--- src/rtl/ce_pkg.sv ---
// ce_pkg: shared constants and types for the channel-estimation re-modulation path.
//   CE_WCOEFF       default width of the signed reference-symbol coefficients
//   CE_SCALE_SHIFT  right shift that removes the Q16 scaling of |C| = 65536
//   CE_ERR_LEN      source_error bit: packet length mismatch
//   CE_ERR_ORPHAN   source_error bit: orphan beats were dropped before this packet
//   CE_WFFT         width of the fftpts length field
//   ce_state_e      framing FSM states
//   ce_side_t       per-beat framing side-band carried down the pipeline
package ce_pkg;

  localparam int unsigned CE_WCOEFF      = 18;
  localparam int unsigned CE_SCALE_SHIFT = 16;
  localparam int unsigned CE_ERR_LEN     = 0;
  localparam int unsigned CE_ERR_ORPHAN  = 1;
  localparam int unsigned CE_WFFT        = 12;

  typedef enum logic [0:0] {
    IDLE = 1'b0,
    RUN  = 1'b1
  } ce_state_e;

  typedef struct packed {
    logic               sop;
    logic               eop;
    logic [1:0]         err;
    logic [CE_WFFT-1:0] fftpts;
  } ce_side_t;

endpackage

--- src/rtl/ce_round_sat.sv ---
// ce_round_sat: round-half-up, arithmetic right shift by Shift, saturate to WOut bits.
// Purely combinational.
//   din   signed WIn-bit input
//   dout  signed WOut-bit result, clamped to [-2^(WOut-1), 2^(WOut-1)-1]
module ce_round_sat #(
  parameter int unsigned WIn   = 35,
  parameter int unsigned WOut  = 16,
  parameter int unsigned Shift = 16
) (
  input  logic signed [WIn-1:0]  din,
  output logic signed [WOut-1:0] dout
);

  // One guard bit so adding the rounding constant can never overflow.
  localparam int unsigned WExt = WIn + 1;

  logic signed [WExt-1:0] ext;
  logic signed [WExt-1:0] half;
  logic signed [WExt-1:0] sum;
  logic signed [WExt-1:0] shifted;
  logic        [WExt-WOut:0] top;

  assign ext     = WExt'(din);
  assign half    = {{(WExt - Shift){1'b0}}, 1'b1, {(Shift - 1){1'b0}}};
  assign sum     = ext + half;
  assign shifted = sum >>> Shift;
  // Result fits in WOut bits only if every bit from the WOut sign position upward agrees.
  assign top     = shifted[WExt-1:WOut-1];

  always_comb begin
    dout = shifted[WOut-1:0];
    if (!(&top) && (|top)) begin
      dout = shifted[WExt-1] ? {1'b1, {(WOut - 1){1'b0}}} : {1'b0, {(WOut - 1){1'b1}}};
    end
  end

endmodule

--- src/rtl/ce_rs_remod.sv ---
// ce_rs_remod: re-modulates a channel-estimate stream, Y[k] = H[k] * C[k] / 65536.
// Four-stage pipeline (register H/C, products, sum/difference, round+saturate), one
// complex beat per clock, packet framed with sop/eop and gated by a single pipe enable.
// Optional build macro CE_REMOD_CONJ_EN: multiply by conj(C) instead of C.
// Ports:
//   clk, rst_n_sync                 clock, synchronous active-low reset
//   sink_valid/ready/sop/eop        input handshake and framing
//   sink_real/imag                  H (signed wDataIn)
//   coef_real/imag                  C (signed wCoeff), valid with the sink beat
//   fftpts_in                       expected packet length, taken on the sop beat
//   source_valid/ready/sop/eop      output handshake and framing
//   source_error                    [0] length error, [1] orphans dropped before packet
//   source_real/imag                Y (signed wDataOut)
//   fftpts_out                      length latched when the sop beat reaches the output
module ce_rs_remod
  import ce_pkg::*;
#(
  parameter int unsigned wDataIn  = 16,
  parameter int unsigned wCoeff   = CE_WCOEFF,
  parameter int unsigned wDataOut = 16
) (
  input  logic                       clk,
  input  logic                       rst_n_sync,
  input  logic                       sink_valid,
  output logic                       sink_ready,
  input  logic                       sink_sop,
  input  logic                       sink_eop,
  input  logic signed [wDataIn-1:0]  sink_real,
  input  logic signed [wDataIn-1:0]  sink_imag,
  input  logic signed [wCoeff-1:0]   coef_real,
  input  logic signed [wCoeff-1:0]   coef_imag,
  input  logic        [11:0]         fftpts_in,
  output logic                       source_valid,
  input  logic                       source_ready,
  output logic                       source_sop,
  output logic                       source_eop,
  output logic        [1:0]          source_error,
  output logic signed [wDataOut-1:0] source_real,
  output logic signed [wDataOut-1:0] source_imag,
  output logic        [11:0]         fftpts_out
);

  localparam int unsigned WProd = wDataIn + wCoeff;
  localparam int unsigned WSum  = WProd + 1;

  logic pipe_en;
  logic accept;

  assign pipe_en    = !source_valid || source_ready;
  assign sink_ready = pipe_en;
  assign accept     = sink_valid && pipe_en;

  // ---------------------------------------------------------------------------------------
  // Framing FSM: decides per accepted beat whether it is forwarded and with which flags.
  // ---------------------------------------------------------------------------------------
  ce_state_e            state_q, state_d;
  logic [CE_WFFT-1:0]   cnt_q, cnt_d, cnt_new;
  logic [CE_WFFT-1:0]   len_q, len_d, len_new;
  logic                 orphan_q, orphan_d;
  logic                 len_hit;
  logic                 fwd;
  ce_side_t             side_in;

  always_comb begin
    state_d  = state_q;
    cnt_d    = cnt_q;
    len_d    = len_q;
    orphan_d = orphan_q;
    cnt_new  = cnt_q + 12'd1;
    len_new  = len_q;
    len_hit  = 1'b0;
    fwd      = 1'b0;
    side_in  = '0;
    if (accept) begin
      if (sink_sop) begin
        cnt_new = 12'd1;
        len_new = fftpts_in;
      end
      if (sink_sop || state_q == RUN) begin
        fwd            = 1'b1;
        len_hit        = (cnt_new == len_new);
        side_in.sop    = sink_sop;
        // Reaching the expected length closes the packet even without eop.
        side_in.eop    = sink_eop || len_hit;
        // Restart inside a packet, early eop, or missing eop are all length errors.
        side_in.err[CE_ERR_LEN]    = (sink_sop && state_q == RUN) || (sink_eop != len_hit);
        side_in.err[CE_ERR_ORPHAN] = sink_sop && orphan_q;
        side_in.fftpts = len_new;
        cnt_d          = cnt_new;
        len_d          = len_new;
        state_d        = side_in.eop ? IDLE : RUN;
        if (sink_sop) begin
          orphan_d = 1'b0;
        end
      end else begin
        orphan_d = 1'b1;
      end
    end
  end

  always_ff @(posedge clk) begin
    if (!rst_n_sync) begin
      state_q  <= IDLE;
      cnt_q    <= '0;
      len_q    <= '0;
      orphan_q <= 1'b0;
    end else begin
      state_q  <= state_d;
      cnt_q    <= cnt_d;
      len_q    <= len_d;
      orphan_q <= orphan_d;
    end
  end

  // ---------------------------------------------------------------------------------------
  // Datapath pipeline
  // ---------------------------------------------------------------------------------------
  logic                      v1_q, v2_q, v3_q;
  ce_side_t                  side1_q, side2_q, side3_q;
  logic signed [wDataIn-1:0] hr1_q, hi1_q;
  logic signed [wCoeff-1:0]  cr1_q, ci1_q;
  logic signed [WProd-1:0]   p_rr_q, p_ii_q, p_ri_q, p_ir_q;
  logic signed [WSum-1:0]    re3_q, im3_q;

  logic signed [WProd-1:0]   hr_x, hi_x, cr_x, ci_x;
  logic signed [WSum-1:0]    rr_x, ii_x, ri_x, ir_x;
  logic signed [WSum-1:0]    re_d, im_d;
  logic signed [wDataOut-1:0] re_rs, im_rs;

  // Operands widened up front so each product is formed at its full width.
  assign hr_x = WProd'(hr1_q);
  assign hi_x = WProd'(hi1_q);
  assign cr_x = WProd'(cr1_q);
  assign ci_x = WProd'(ci1_q);

  assign rr_x = WSum'(p_rr_q);
  assign ii_x = WSum'(p_ii_q);
  assign ri_x = WSum'(p_ri_q);
  assign ir_x = WSum'(p_ir_q);

`ifdef CE_REMOD_CONJ_EN
  assign re_d = rr_x + ii_x;
  assign im_d = ir_x - ri_x;
`else
  assign re_d = rr_x - ii_x;
  assign im_d = ri_x + ir_x;
`endif

  ce_round_sat #(
    .WIn   (WSum),
    .WOut  (wDataOut),
    .Shift (CE_SCALE_SHIFT)
  ) u_round_re (
    .din  (re3_q),
    .dout (re_rs)
  );

  ce_round_sat #(
    .WIn   (WSum),
    .WOut  (wDataOut),
    .Shift (CE_SCALE_SHIFT)
  ) u_round_im (
    .din  (im3_q),
    .dout (im_rs)
  );

  always_ff @(posedge clk) begin
    if (!rst_n_sync) begin
      v1_q         <= 1'b0;
      v2_q         <= 1'b0;
      v3_q         <= 1'b0;
      side1_q      <= '0;
      side2_q      <= '0;
      side3_q      <= '0;
      hr1_q        <= '0;
      hi1_q        <= '0;
      cr1_q        <= '0;
      ci1_q        <= '0;
      p_rr_q       <= '0;
      p_ii_q       <= '0;
      p_ri_q       <= '0;
      p_ir_q       <= '0;
      re3_q        <= '0;
      im3_q        <= '0;
      source_valid <= 1'b0;
      source_sop   <= 1'b0;
      source_eop   <= 1'b0;
      source_error <= '0;
      source_real  <= '0;
      source_imag  <= '0;
      fftpts_out   <= '0;
    end else if (pipe_en) begin
      // S1
      v1_q    <= fwd;
      side1_q <= side_in;
      hr1_q   <= sink_real;
      hi1_q   <= sink_imag;
      cr1_q   <= coef_real;
      ci1_q   <= coef_imag;
      // S2
      v2_q    <= v1_q;
      side2_q <= side1_q;
      p_rr_q  <= hr_x * cr_x;
      p_ii_q  <= hi_x * ci_x;
      p_ri_q  <= hr_x * ci_x;
      p_ir_q  <= hi_x * cr_x;
      // S3
      v3_q    <= v2_q;
      side3_q <= side2_q;
      re3_q   <= re_d;
      im3_q   <= im_d;
      // S4
      source_valid <= v3_q;
      source_sop   <= v3_q && side3_q.sop;
      source_eop   <= v3_q && side3_q.eop;
      source_error <= v3_q ? side3_q.err : 2'b00;
      source_real  <= re_rs;
      source_imag  <= im_rs;
      if (v3_q && side3_q.sop) begin
        fftpts_out <= side3_q.fftpts;
      end
    end
  end

endmodule

--- config.mk ---
export PLATFORM = sky130hd
export DESIGN_NAME = ce_rs_remod
export DESIGN_NICKNAME = d
export VERILOG_FILES = /design/src/rtl/ce_pkg.sv /design/src/rtl/ce_round_sat.sv /design/src/rtl/ce_rs_remod.sv
export SDC_FILE = /design/constraint.sdc
export NUM_CORES = 2
export LEC_CHECK = 0
export CORE_MARGIN = 2
export CORE_UTILIZATION = 65
export DETAILED_ROUTE_END_ITERATION = 10
export MAX_ROUTING_LAYER = met4
export PLACE_DENSITY = 0.92
export SLEW_MARGIN = 40
export SYNTH_ARGS = -nofsm -noshare
export SYNTH_HDL_FRONTEND = slang
export SYNTH_SLANG_ARGS = --single-unit
--- constraint.sdc ---
create_clock -name clk -period 8.45 [get_ports clk]
set_clock_uncertainty 0.1 [all_clocks]
set_input_delay 1.69 -clock clk [delete_from_list [all_inputs] [get_ports clk]]
set_output_delay 1.69 -clock clk [all_outputs]
set_load 0.1 [all_outputs]
==> results of run 1 <==
-- layer usage --
layer	GRT usage, %
met5	-
met4	23.94
met2	57.21
met1	42.86
met3	7.717
-- stage by stage --
stage	setup WS, ns	instance area (um^2)
global route	0.6042	63790
CTS	1.024	63760
detailed placement	1.121	62160
global placement	1.412	62370
floorplan	2.171	60040
-- synthesized netlist by cell type (8+ instances only) --
cell type	n
o21bai_1	23
o211a_1	37
nor4_1	8
nor2_1	152
a211o_1	11
a21oi_1	145
nand4_1	24
dfxtp_1	370
o211ai_1	9
nand2_1	1058
xor2_1	94
a211oi_1	28
mux2i_1	8
ha_1	414
or3_1	15
inv_1	1345
o21ai_0	220
nand2b_1	34
o21a_1	42
and3_1	34
fa_1	1160
and2_1	602
o31ai_1	17
a21o_1	67
a31oi_1	25
nand3_1	53
nor2b_1	30
clkbuf_1	349
nor3_1	28
xnor2_1	125
a21boi_0	165
o21ai_1	8
-- cell families after synthesis --
logic type	share of synthesized area, %
adder cells (fa/ha/maj)	47.31
flip-flops	12.34
XOR/XNOR	3.195
buffers and inverters	10.69
AND/OR/NAND/NOR	16.54
multiplexers	0.2459
AO/OA/AOI/OAI	9.691
==> qor.csv, run 1 <==
stage;metric;value;unit
outcome;status;aborted with a tool error;
outcome;Halt Stage;5_2_route;
outcome;First Err;[ERROR DRT-0255] Maze Route cannot find path of net clk in worker of routeBox ( 289800 144900 ) ( 307915 193200 ).;
synth;Yosys top cell area share;38.68;%
placed_design;I/O Buffers;135;
synth;ys flop type;dfxtp_1;
grt;global-route wire length before repair;264900;um
synth;top cells by area, synth;fa_1, dfxtp_1, ha_1, inv_1, nand2_1;
synth;sequential share of the synthesized area;12.34;%
grt;initial antenna violation count;4;
clocking;Clock H-tree levels;2;
synth;Synth area leader;fa_1;
synth;Yosys cell types;84;
clocking;# clock sinks;370;
floorplanning;num ports;136;
grt;total track usage;36.54;%
floorplanning;Die W;307.9;um
placed_design;Inst Count DP;7888;
synth;syn nets;8481;
clocking;Clock Path Buffers;3;
placed_design;gpl congestion;0.9874;
synth;Cells after Synth;6821;
placed_design;post-detail-place hpwl;122000;um
synth;Mapped Area;60040;um^2
grt;vias in the first global route;51760;
grt;largest net degree at the start of global routing;183;
clocking;CTS Buf Count;48;
clocking;post-CTS setup buffers;0;
clocking;CTS resizes;0;
floorplanning;Starting Density;65.50;%
synth;Async SR Flop Fraction;0;%
floorplanning;Site Rows;111;
clocking;CTS root buffer;clkbuf_16;
clocking;Hold-fix buffers, CTS;0;
synth;Syn. warnings;0;
grt;total grt overflow;0;
synth;syn_area_per_cell;8.802;um^2
synth;FF+latch count, synth;370;
floorplanning;Die Span Y;307.9;um
synth;Post-synth EDFFs;0;
==> inputs of run 2 (changes only) <==
- CORE_UTILIZATION: 65 -> 40
- MAX_ROUTING_LAYER: met4 -> default
- PLACE_DENSITY: 0.92 -> default
- PLACE_DENSITY_LB_ADDON: default -> 0.15
==> qor.csv, run 2 <==
stage;metric;value;unit;change
grt;initial antenna violation count;4;;unchanged
synth;most numerous cell in the Yosys netlist;inv_1;;
synth;Yosys top cell area share;38.68;%;unchanged
synth;complex-gate fraction of the synthesized area;9.691;%;unchanged
drt;Pre-Repair DR Iteration Count;5;;
min_path;type of the worst min-delay path;reg -> reg;;
layout;fillers;15020;;
worst_setup_path;WP data arrival;7.80;ns;
min_path;hold path start;p_rr_q[0];;
synth;Yosys cell types;84;;unchanged
drt;Routed Antenna Nets;0;;
drt;vias per inst;5.018;;
placed_design;DP Area;63370;um^2;+1.9%
outcome;status;finished clean;;
drt;Post-Route WL;167000;um;
synth;Post-synth EDFFs;0;;unchanged
synth;syn_area_per_cell;8.802;um^2;unchanged
layout;share of cells above drive strength 1;4.767;%;
worst_setup_path;Worst R2R End;p_ii_q[32];;
worst_setup_path;crit-path max FO;17;;
synth;post-synthesis adder-cell area fraction;47.31;%;unchanged
grt;vias in the first global route;48350;;-6.6%
clocking;# clock sinks;370;;unchanged
layout;fin area;65150;um^2;
clocking;Clk pin slew, worst setup/hold paths;0.06;ns;
synth;sequential share of the synthesized area;12.34;%;unchanged
grt;global-route wire length before repair;273700;um;+3.3%
synth;largest family of logic cells by synthesized area;adder cells;;
floorplanning;die area;153200;um^2;
worst_setup_path;cells along the critical path;buf_4 -> nand2_1 -> fa_1 -> inv_1 -> fa_1 -> inv_1 -> fa_1 -> inv_1 -> fa_1 -> fa_1 -> inv_1 -> fa_1 -> inv_1 -> ha_1 -> a211oi_1 -> o21ai_0 -> a21oi_1 -> o32ai_2 -> o41ai_2 -> o2111ai_1 -> a31oi_1 -> xor2_1 -> o21ai_0;;
layout;Sequential Area;7427;um^2;
drt;Iteration-0 DRC Markers;2463;;
synth;mux contribution to synthesized area;0.2459;%;unchanged
clocking;Hold-fix buffers, CTS;0;;unchanged
worst_setup_path;max incr delay on CP;0.81;ns;
synth;Post-synth top cells;inv_1, fa_1, nand2_1, and2_1, ha_1;;
synth;Synth Area in Simple Gates;16.54;%;unchanged
worst_setup_path;Crit path top cell by count;fa_1;;
placed_design;I/O Buffers;135;;unchanged
grt;total track usage;22.96;%;-14 points
floorplanning;Site Rows;142;;+28%
grt;total grt overflow;0;;unchanged
layout;Multi-input gate area;46260;um^2;
floorplanning;Core ar.;149400;um^2;
worst_setup_path;CP Capture Type;flop;;
timing;RSZ-0062 raised after global routing;false;;
drt;via count;44340;;
run;MaxCap Viol Count;0;;
layout;commonest non-fill, non-tap cell in the layout;inv_1;;
synth;Async SR Flop Fraction;0;%;unchanged
timing;final period utilization;87.50;%;
clocking;Clock H-tree levels;2;;unchanged
floorplanning;num ports;136;;unchanged
synth;syn nets;8481;;unchanged
timing;Max Slew Vio Count;0;;
floorplanning;Die Span Y;391.4;um;+27%
worst_setup_path;Worst EP required;8.85;ns;
placed_design;post-detail-place hpwl;132900;um;+9.0%
worst_setup_path;Register-to-Register Path Depth;23;;
floorplanning;Starting Density;40.18;%;-25 points
layout;commonest cells after routing, fill and taps aside;inv_1, fa_1, nand2_1, and2_1, ha_1;;
clocking;Clock Path Buffers;3;;unchanged
power_and_ir_drop;highest ir drop seen on vdd;148.5;uV;
timing;final hold violations;0;;
worst_setup_path;Buf/Inv on CP;6;;
worst_setup_path;flop2flop setup slack;1.06;ns;
timing;clock period minus worst slack;7.394;ns;
drt;Residual DRC;0;;
synth;Synth Area in XOR/XNOR;3.195;%;unchanged
clocking;CTS Buf Count;51;;+6.3%
worst_setup_path;Crit path depth;23;;
clocking;post-CTS setup buffers;0;;unchanged
worst_setup_path;critical path's slowest cell;dfxtp_1;;
min_path;hold depth;2;;
timing;max_slew headroom;40.94;%;
worst_setup_path;startpoint type of the worst setup path;flop;;
clocking;CTS resizes;0;;unchanged
placed_design;gpl congestion;0.8912;;-9.7%
drt;DR WL/cell;18.90;um;
synth;top cells by area, synth;fa_1, dfxtp_1, ha_1, inv_1, nand2_1;;
power_and_ir_drop;Power per Cell Area;208.0;nW/um^2;
timing;# setup viols final;0;;
synth;Synth area leader;fa_1;;
layout;Area Overhead vs Synth;8.520;%;
layout;nets;8436;;
synth;Mapped Area;60040;um^2;unchanged
worst_setup_path;worst reg2reg startpoint;ci1_q[7];;
worst_setup_path;worst setup path start;ci1_q[7];;
grt;largest net degree at the start of global routing;98;;-46%
floorplanning;Die W;391.4;um;+27%
clocking;CTS root buffer;clkbuf_16;;
timing;FMAX;0.1352;GHz;
timing;total negative slack;0;ns;
timing;Worst-Margin Slew;0.8791;ns;
synth;ys flop type;dfxtp_1;;
synth;Syn. warnings;0;;unchanged
clocking;clk_lat worst skew;0.67;ns;
power_and_ir_drop;LEAKAGE;31.61;nW;
synth;FF+latch count, synth;370;;unchanged
worst_setup_path;kind of critical path;reg -> reg;;
synth;Cells after Synth;6821;;unchanged
clocking;CTS tree;done;;
worst_setup_path;critical path endpoint;p_ii_q[32];;
worst_setup_path;Top delay family on crit path;adder cells;;
[run 2: cell counts after synthesis]
Identical to the previous run, type by type.
[run 2: per-stage QoR]
stage                     setup slack (ns)  power, mW  hold slack, ns  instances  util, %
after floorplan                      2.171      8.904          0.3250       6821        -
after global placement               1.078      11.28          0.3456       8739    42.55
after detailed placement             1.150      11.30          0.3485       8739    42.41
after CTS                            1.124      13.71          0.3582       8834    43.59
after global routing                0.6505      14.92          0.3731       8834    43.60
final                                1.056      13.55          0.3561       8835    43.60
[run 2: kinds of logic after synthesis]
kind of cell,after synthesis
AO/OA/AOI/OAI,864
XOR/XNOR,219
adder cells (fa/ha/maj),1574
buffers and inverters,1706
flip-flops,370
multiplexers,14
AND/OR/NAND/NOR,2074
[run 2: tightest hold or removal path: stages (launching register included)]
cell,delay (ns)
dfxtp_1,0.30
nand2_1,0.04
a21boi_0,0.06
[run 2: per-layer routing]
metal / GRT usage, % / up-vias / wire [um]
li1: - / 20610 / -
met3: 2.553 / 180 / 7723
met4: 6.894 / 0 / 5739
met5: 0 / - / 0
met2: 39.35 / 838 / 80070
met1: 30.41 / 22710 / 73420
[run 2: where the power goes]
group	total [mW]	internal [mW]	switching (mW)
clock	2.32	1.34	0.977
combinational	8.65	3.41	5.24
sequential	2.59	2.16	0.423
[run 2: worst min-delay path by stage]
| stage | to |
|---|---|
| global placement | p_ii_q[24] |
| CTS | p_rr_q[0] |
| detailed placement | p_ii_q[24] |
| finish | p_rr_q[0] |
| global route | p_ii_q[24] |
| floorplan | p_ii_q[18] |
[run 2: final cells by class]
type	instances	area share, %
multi-input combinational	4745	71.00
sequential	370	11.40
inverter	1346	7.766
tap	2016	3.872
timing repair buffer	262	3.255
clock buffer	73	2.255
clock inverter	22	0.4494
antenna	1	0.003841
(Power assumes the default switching activity.)
